==> src/rtl/alu_operand_bypass.sv <==
// ID/EX operand register with M/W forwarding, load-use stall detection and flush handling.
// Optional DECODE_BYPASS_EN: capture the W-stage result into E when a read-before-write register file is used.
module alu_operand_bypass #(
  parameter int DATA_W  = 32,
  parameter int ADDR_W  = 4,
  parameter int NUM_SRC = 3,
  parameter int PC_ADDR = 15
) (
  input  logic                      clk,
  input  logic                      reset_n,
  input  logic [NUM_SRC*ADDR_W-1:0] RAD,
  input  logic [NUM_SRC-1:0]        UseD,
  input  logic [NUM_SRC*DATA_W-1:0] RDD,
  input  logic [DATA_W-1:0]         ExtImmD,
  input  logic                      ALUSrcD,
  input  logic                      ValidD,
  input  logic                      RegWriteD,
  input  logic                      MemtoRegD,
  input  logic [ADDR_W-1:0]         WA3D,
  input  logic                      FlushE,
  input  logic [ADDR_W-1:0]         WA3M,
  input  logic                      RegWriteM,
  input  logic [DATA_W-1:0]         ALUResultM,
  input  logic [ADDR_W-1:0]         WA3W,
  input  logic                      RegWriteW,
  input  logic [DATA_W-1:0]         ResultW,
  output logic                      StallD,
  output logic [NUM_SRC*DATA_W-1:0] SrcE,
  output logic                      ValidE,
  output logic                      RegWriteE,
  output logic                      MemtoRegE,
  output logic [ADDR_W-1:0]         WA3E
);

  localparam logic [ADDR_W-1:0] PC_REG = ADDR_W'(PC_ADDR);

  logic [NUM_SRC*ADDR_W-1:0] raE;
  logic [NUM_SRC-1:0]        useE;
  logic [NUM_SRC*DATA_W-1:0] rdE;
  logic [NUM_SRC*DATA_W-1:0] rdCapture;
  logic [DATA_W-1:0]         extImmE;
  logic                      aluSrcE;
  logic                      loadUseHit;
  logic                      bubble;
  logic [NUM_SRC-1:0]        hitM;
  logic [NUM_SRC-1:0]        hitW;

  // Load-use detection: a load in E whose destination a real D-stage source reads.
  always_comb begin
    loadUseHit = 1'b0;
    for (int i = 0; i < NUM_SRC; i++) begin
      loadUseHit = loadUseHit | (UseD[i] & ValidD
                   & (RAD[i*ADDR_W +: ADDR_W] == WA3E)
                   & (RAD[i*ADDR_W +: ADDR_W] != PC_REG));
    end
    StallD = ValidE & RegWriteE & MemtoRegE & loadUseHit;
    bubble = StallD | FlushE;
  end

  // Register data captured into E; optionally takes the W result being written this cycle.
  always_comb begin
    rdCapture = RDD;
`ifdef DECODE_BYPASS_EN
    for (int i = 0; i < NUM_SRC; i++) begin
      rdCapture[i*DATA_W +: DATA_W] = (RegWriteW
                                       && (WA3W == RAD[i*ADDR_W +: ADDR_W])
                                       && (RAD[i*ADDR_W +: ADDR_W] != PC_REG))
                                      ? ResultW : RDD[i*DATA_W +: DATA_W];
    end
`endif
  end

  // ID/EX pipeline register; a bubble clears only the control fields.
  always_ff @(posedge clk or negedge reset_n) begin
    if (!reset_n) begin
      raE       <= '0;
      useE      <= '0;
      rdE       <= '0;
      extImmE   <= '0;
      aluSrcE   <= 1'b0;
      WA3E      <= '0;
      ValidE    <= 1'b0;
      RegWriteE <= 1'b0;
      MemtoRegE <= 1'b0;
    end else begin
      raE       <= RAD;
      useE      <= UseD;
      rdE       <= rdCapture;
      extImmE   <= ExtImmD;
      aluSrcE   <= ALUSrcD;
      WA3E      <= WA3D;
      ValidE    <= ValidD & ~bubble;
      RegWriteE <= RegWriteD & ~bubble;
      MemtoRegE <= MemtoRegD & ~bubble;
    end
  end

  // Operand selection: M beats W (youngest producer), PC never forwarded, port 1 may take the immediate.
  always_comb begin
    SrcE = '0;
    hitM = '0;
    hitW = '0;
    for (int i = 0; i < NUM_SRC; i++) begin
      hitM[i] = ValidE & useE[i] & RegWriteM
                & (WA3M == raE[i*ADDR_W +: ADDR_W])
                & (raE[i*ADDR_W +: ADDR_W] != PC_REG);
      hitW[i] = ValidE & useE[i] & RegWriteW
                & (WA3W == raE[i*ADDR_W +: ADDR_W])
                & (raE[i*ADDR_W +: ADDR_W] != PC_REG);
      SrcE[i*DATA_W +: DATA_W] = ((i == 32'sd1) && aluSrcE) ? extImmE
                               : hitM[i] ? ALUResultM
                               : hitW[i] ? ResultW
                               : rdE[i*DATA_W +: DATA_W];
    end
  end

endmodule
==> config.mk <==
export PLATFORM = sky130hd
export DESIGN_NAME = alu_operand_bypass
export DESIGN_NICKNAME = d
export VERILOG_FILES = /design/src/rtl/alu_operand_bypass.sv
export SDC_FILE = /design/constraint.sdc
export NUM_CORES = 1
export LEC_CHECK = 0
export CELL_PAD_IN_SITES_DETAIL_PLACEMENT = 2
export CELL_PAD_IN_SITES_GLOBAL_PLACEMENT = 2
export CORE_AREA = 10 10 181 183
export CTS_CLUSTER_DIAMETER = 200
export DETAILED_ROUTE_END_ITERATION = 8
export DIE_AREA = 0 0 191 193
export GPL_ROUTABILITY_DRIVEN = 0
export PLACE_DENSITY_LB_ADDON = 0.1
export SLEW_MARGIN = 20
export SYNTH_ARGS = -nofsm -noshare
export SYNTH_HDL_FRONTEND = slang
export SYNTH_SLANG_ARGS = --single-unit
==> constraint.sdc <==
create_clock -name clk -period 2.2 [get_ports clk]
set_input_delay 0.22 -clock clk [delete_from_list [all_inputs] [get_ports clk]]
set_output_delay 0.22 -clock clk [all_outputs]
set_load 0.03 [all_outputs]
==> results.ini <==
[die]
die-area_mm2 = 0.0369
coreArea_mm2 = 0.0292
die_x_um = 191
die_h_um = 193
initial_core_util_pct = 23.7
rows = 63
ioPinCount = 332

[global_routing]
grt_max_degree = 52
grt_antenna_before_repair = 3
grt_pass1_vias = 7568
grt_use_total_pct = 18.7
overflow = 0
grt_pass1_wl_um = 51000

[drt]
drtIter0Drc = 215
vias = 6594
via_per_inst = 4.57
wl_um = 36400
drc = 0
firstDrtPassIters = 4
ant_nets = 0
wl_per_cell_um = 25.2

[critical_path]
cpMostUsedCell = buf_6
crit_chain = buf_4 -> xnor2_1 -> nand3_2 -> nor4_4 -> buf_6 -> buf_6 -> mux2i_2 -> o21ai_2 -> buf_12
rr_worst_depth = 7
worstPathArrival_ns = 2.42
worst-path-stages = 9
crit_family = buffers and inverters
worstPathMaxFanout = 5
cp-end-kind = output port
cpMaxStageDelayCell = dfrtp_1
cp.required_ns = 1.98
crit_buf_inv = 4
max_stage_delay_ns = 0.39
crit_type = flop to output port
start_kind = flop

[timing]
period_needed_ns = 2.64
setup_viol = 96
maxSlewHeadroom_pct = 62.6
fin_worst_skew_ns = 0.00144
worstMarginPinSlew_ns = 0.561
fin_ws_ns = -0.440
fin_setup_tns_ns = -34.19
finalCritPeriodShare_pct = 120
hold_violations = 0
hold_slack_ns = 0.220
max_freq_mhz = 379
slew_viol_final = 0
rsz0062_at_grt = yes

[logic_synthesis]
synth_cells = 625
avgSynthCellArea_um2 = 11.1
synth.distinct_cells = 38
synth-seq-cells = 151
ys_top_cells_by_area = dfrtp_1, mux2i_1, nand2_1
synthMuxAreaShare_pct = 9.25
yosysMostFrequentCell = dfrtp_1
synth_warnings = 0
yosysSeqAreaShare_pct = 54.6
synth_edf_count = 0
synth_compound_area_share_pct = 17.4
synth_area_mm2 = 0.00692
synthFlopType = dfrtp_1
async_reset_ff_share_pct = 100
synthTopCellsByCount = dfrtp_1, nand2_1, mux2i_1
synth_top_area_share_pct = 54.6
yosysTopAreaCell = dfrtp_1
synth_top_family_by_area = compound AO/OA/AOI/OAI gates
yosys.area_share.adder_pct = 0
synth-simple-area-share_pct = 10.7
syn-num-nets = 853
synth_xor_area_share_pct = 4.17

[clocking]
htreeDepth = 4
cts_made_buffers = 17
clock-sinks = 151
cts_tree = done
root_buffer = clkbuf_16
clk_latency_ns = 0.43
clock_path_buffers = 2
clk_pin_slew_ns = 0.07

[cells_and_area]
final_cells = 1442
area_growth_pct = 90.6
final_util_pct = 45.1
fill_cells = 2951
diodes = 0
fin_nets = 1267
drive_gt1_share_pct = 37.6

[place]
dp_hpwl_um = 25700
portBuffers = 331
placed_cells = 1368

[power]
power_switching_share_pct = 28.2
ir_worst_vdd_uv = 436
clkPwrFrac_pct = 40.6
p_sw_mw = 2.20
power_density_mw_per_mm2 = 590
seqPwrFrac_pct = 38.4
p_int_mw = 5.59
combPwrFrac_pct = 21.0
p_leak_nw = 5.26

[worst_hold_path]
holdPathStages = 1
hp-class = primary input to flop

[run]
maxCapViolCount = 0

[run_status]
violations = setup timing
status = finished with violations

==> cells by family (layout without fill, tap and decap cells) <==
| group | after synthesis | in the layout |
|---|---|---|
| flops | 151 | 151 |
| buf+inv | 46 | 473 |
| xor+xnor | 33 | 33 |
| compound gates | 169 | 169 |
| mux | 64 | 64 |
| simple gates | 162 | 162 |
==> worst paths after layout <==
path / start / to / slack (ns)
setup / recovery: raE[10] / SrcE[92] / -0.44
hold / removal: WA3D[0] / WA3E[0] / 0.22
setup reg to reg: WA3E[0] / ValidE / 0.50
hold reg to reg: RegWriteE / RegWriteE / 0.68
max in group asynchronous: reset_n / extImmE[1] / 1.23
min in group asynchronous: reset_n / rdE[79] / 0.31
==> area by class of cell <==
class / count / area, um^2 / area share (%)
timing repair buffer: 437 / 4620 / 35.0
tap: 390 / 488 / 3.70
clock buffer: 20 / 447 / 3.38
sequential: 151 / 3790 / 28.7
clock inverter: 12 / 168 / 1.27
multi-input combinational: 428 / 3660 / 27.8
inverter: 4 / 15.0 / 0.114
==> layout by cell type, fill, tap and decap left out, types with 8 or more instances in the layout <==
cell type / synthesis / layout
clkdlybuf4s50_1: 0 / 230
dfrtp_1: 151 / 143
buf_4: 0 / 118
nand2_1: 101 / 90
o21ai_1: 51 / 45
mux2i_1: 64 / 42
buf_6: 9 / 41
o31ai_2: 6 / 29
nor2_1: 33 / 28
buf_12: 0 / 28
clkbuf_16: 0 / 22
a21boi_0: 27 / 21
o21ai_2: 9 / 19
mux2i_2: 0 / 15
a211oi_2: 7 / 13
xnor2_2: 0 / 11
a211oi_1: 25 / 11
xnor2_1: 22 / 10
nand2_2: 0 / 9
a211oi_4: 0 / 8
xor2_1: 11 / 8
==> metrics by stage <==
step           power, mW  area (um^2)  setup slack, ns
6_report            7.79        13200           -0.440
5_1_grt             8.12        13200           -0.573
4_1_cts             7.77        12500           -0.442
3_5_place_dp        4.51        11200           -0.337
3_3_place_gp        4.49        11200           -0.285
2_1_floorplan       3.58         7070         -0.00296
==> metal layers <==
metal / global-route usage (%) / wire (um) / vias up
met2: 32.3 / 18800 / 198
met5: 0 / 26 / -
met1: 22.0 / 14800 / 3330
li1: - / - / 3028
met3: 6.24 / 2360 / 32
met4: 4.27 / 452 / 6
==> registers in the layout, indices dropped and copies added, names as in the netlist <==
register and count:
extImmE 32, raE 12, WA3E 4, useE 3, ValidE 1, aluSrcE 1
MemtoRegE 1, rdE 96, RegWriteE 1
==> power by group through the flow <==
stage | sequential, mW | combinational, mW | clock, mW
floorplan | 3.02 | 0.555 | 0
global placement | 3.03 | 1.46 | 0
detailed placement | 3.04 | 1.47 | 0
CTS | 2.98 | 1.55 | 3.24
global route | 3.01 | 1.74 | 3.37
finish | 2.99 | 1.63 | 3.16
==> repair_timing <==
| item | 4_1_cts | 5_1_grt |
|---|---|---|
| hold buffers | 1 | 0 |
| setup buffers | 19 | 14 |
| hold endpoints to repair | 45 | 0 |
| setup endpoints to repair | 97 | 97 |
| gates cloned | 6 | 4 |
| gates resized for setup | 82 | 115 |
| pin swaps | 50 | 24 |
No activity file was read; power rests on OpenSTA's default activity.
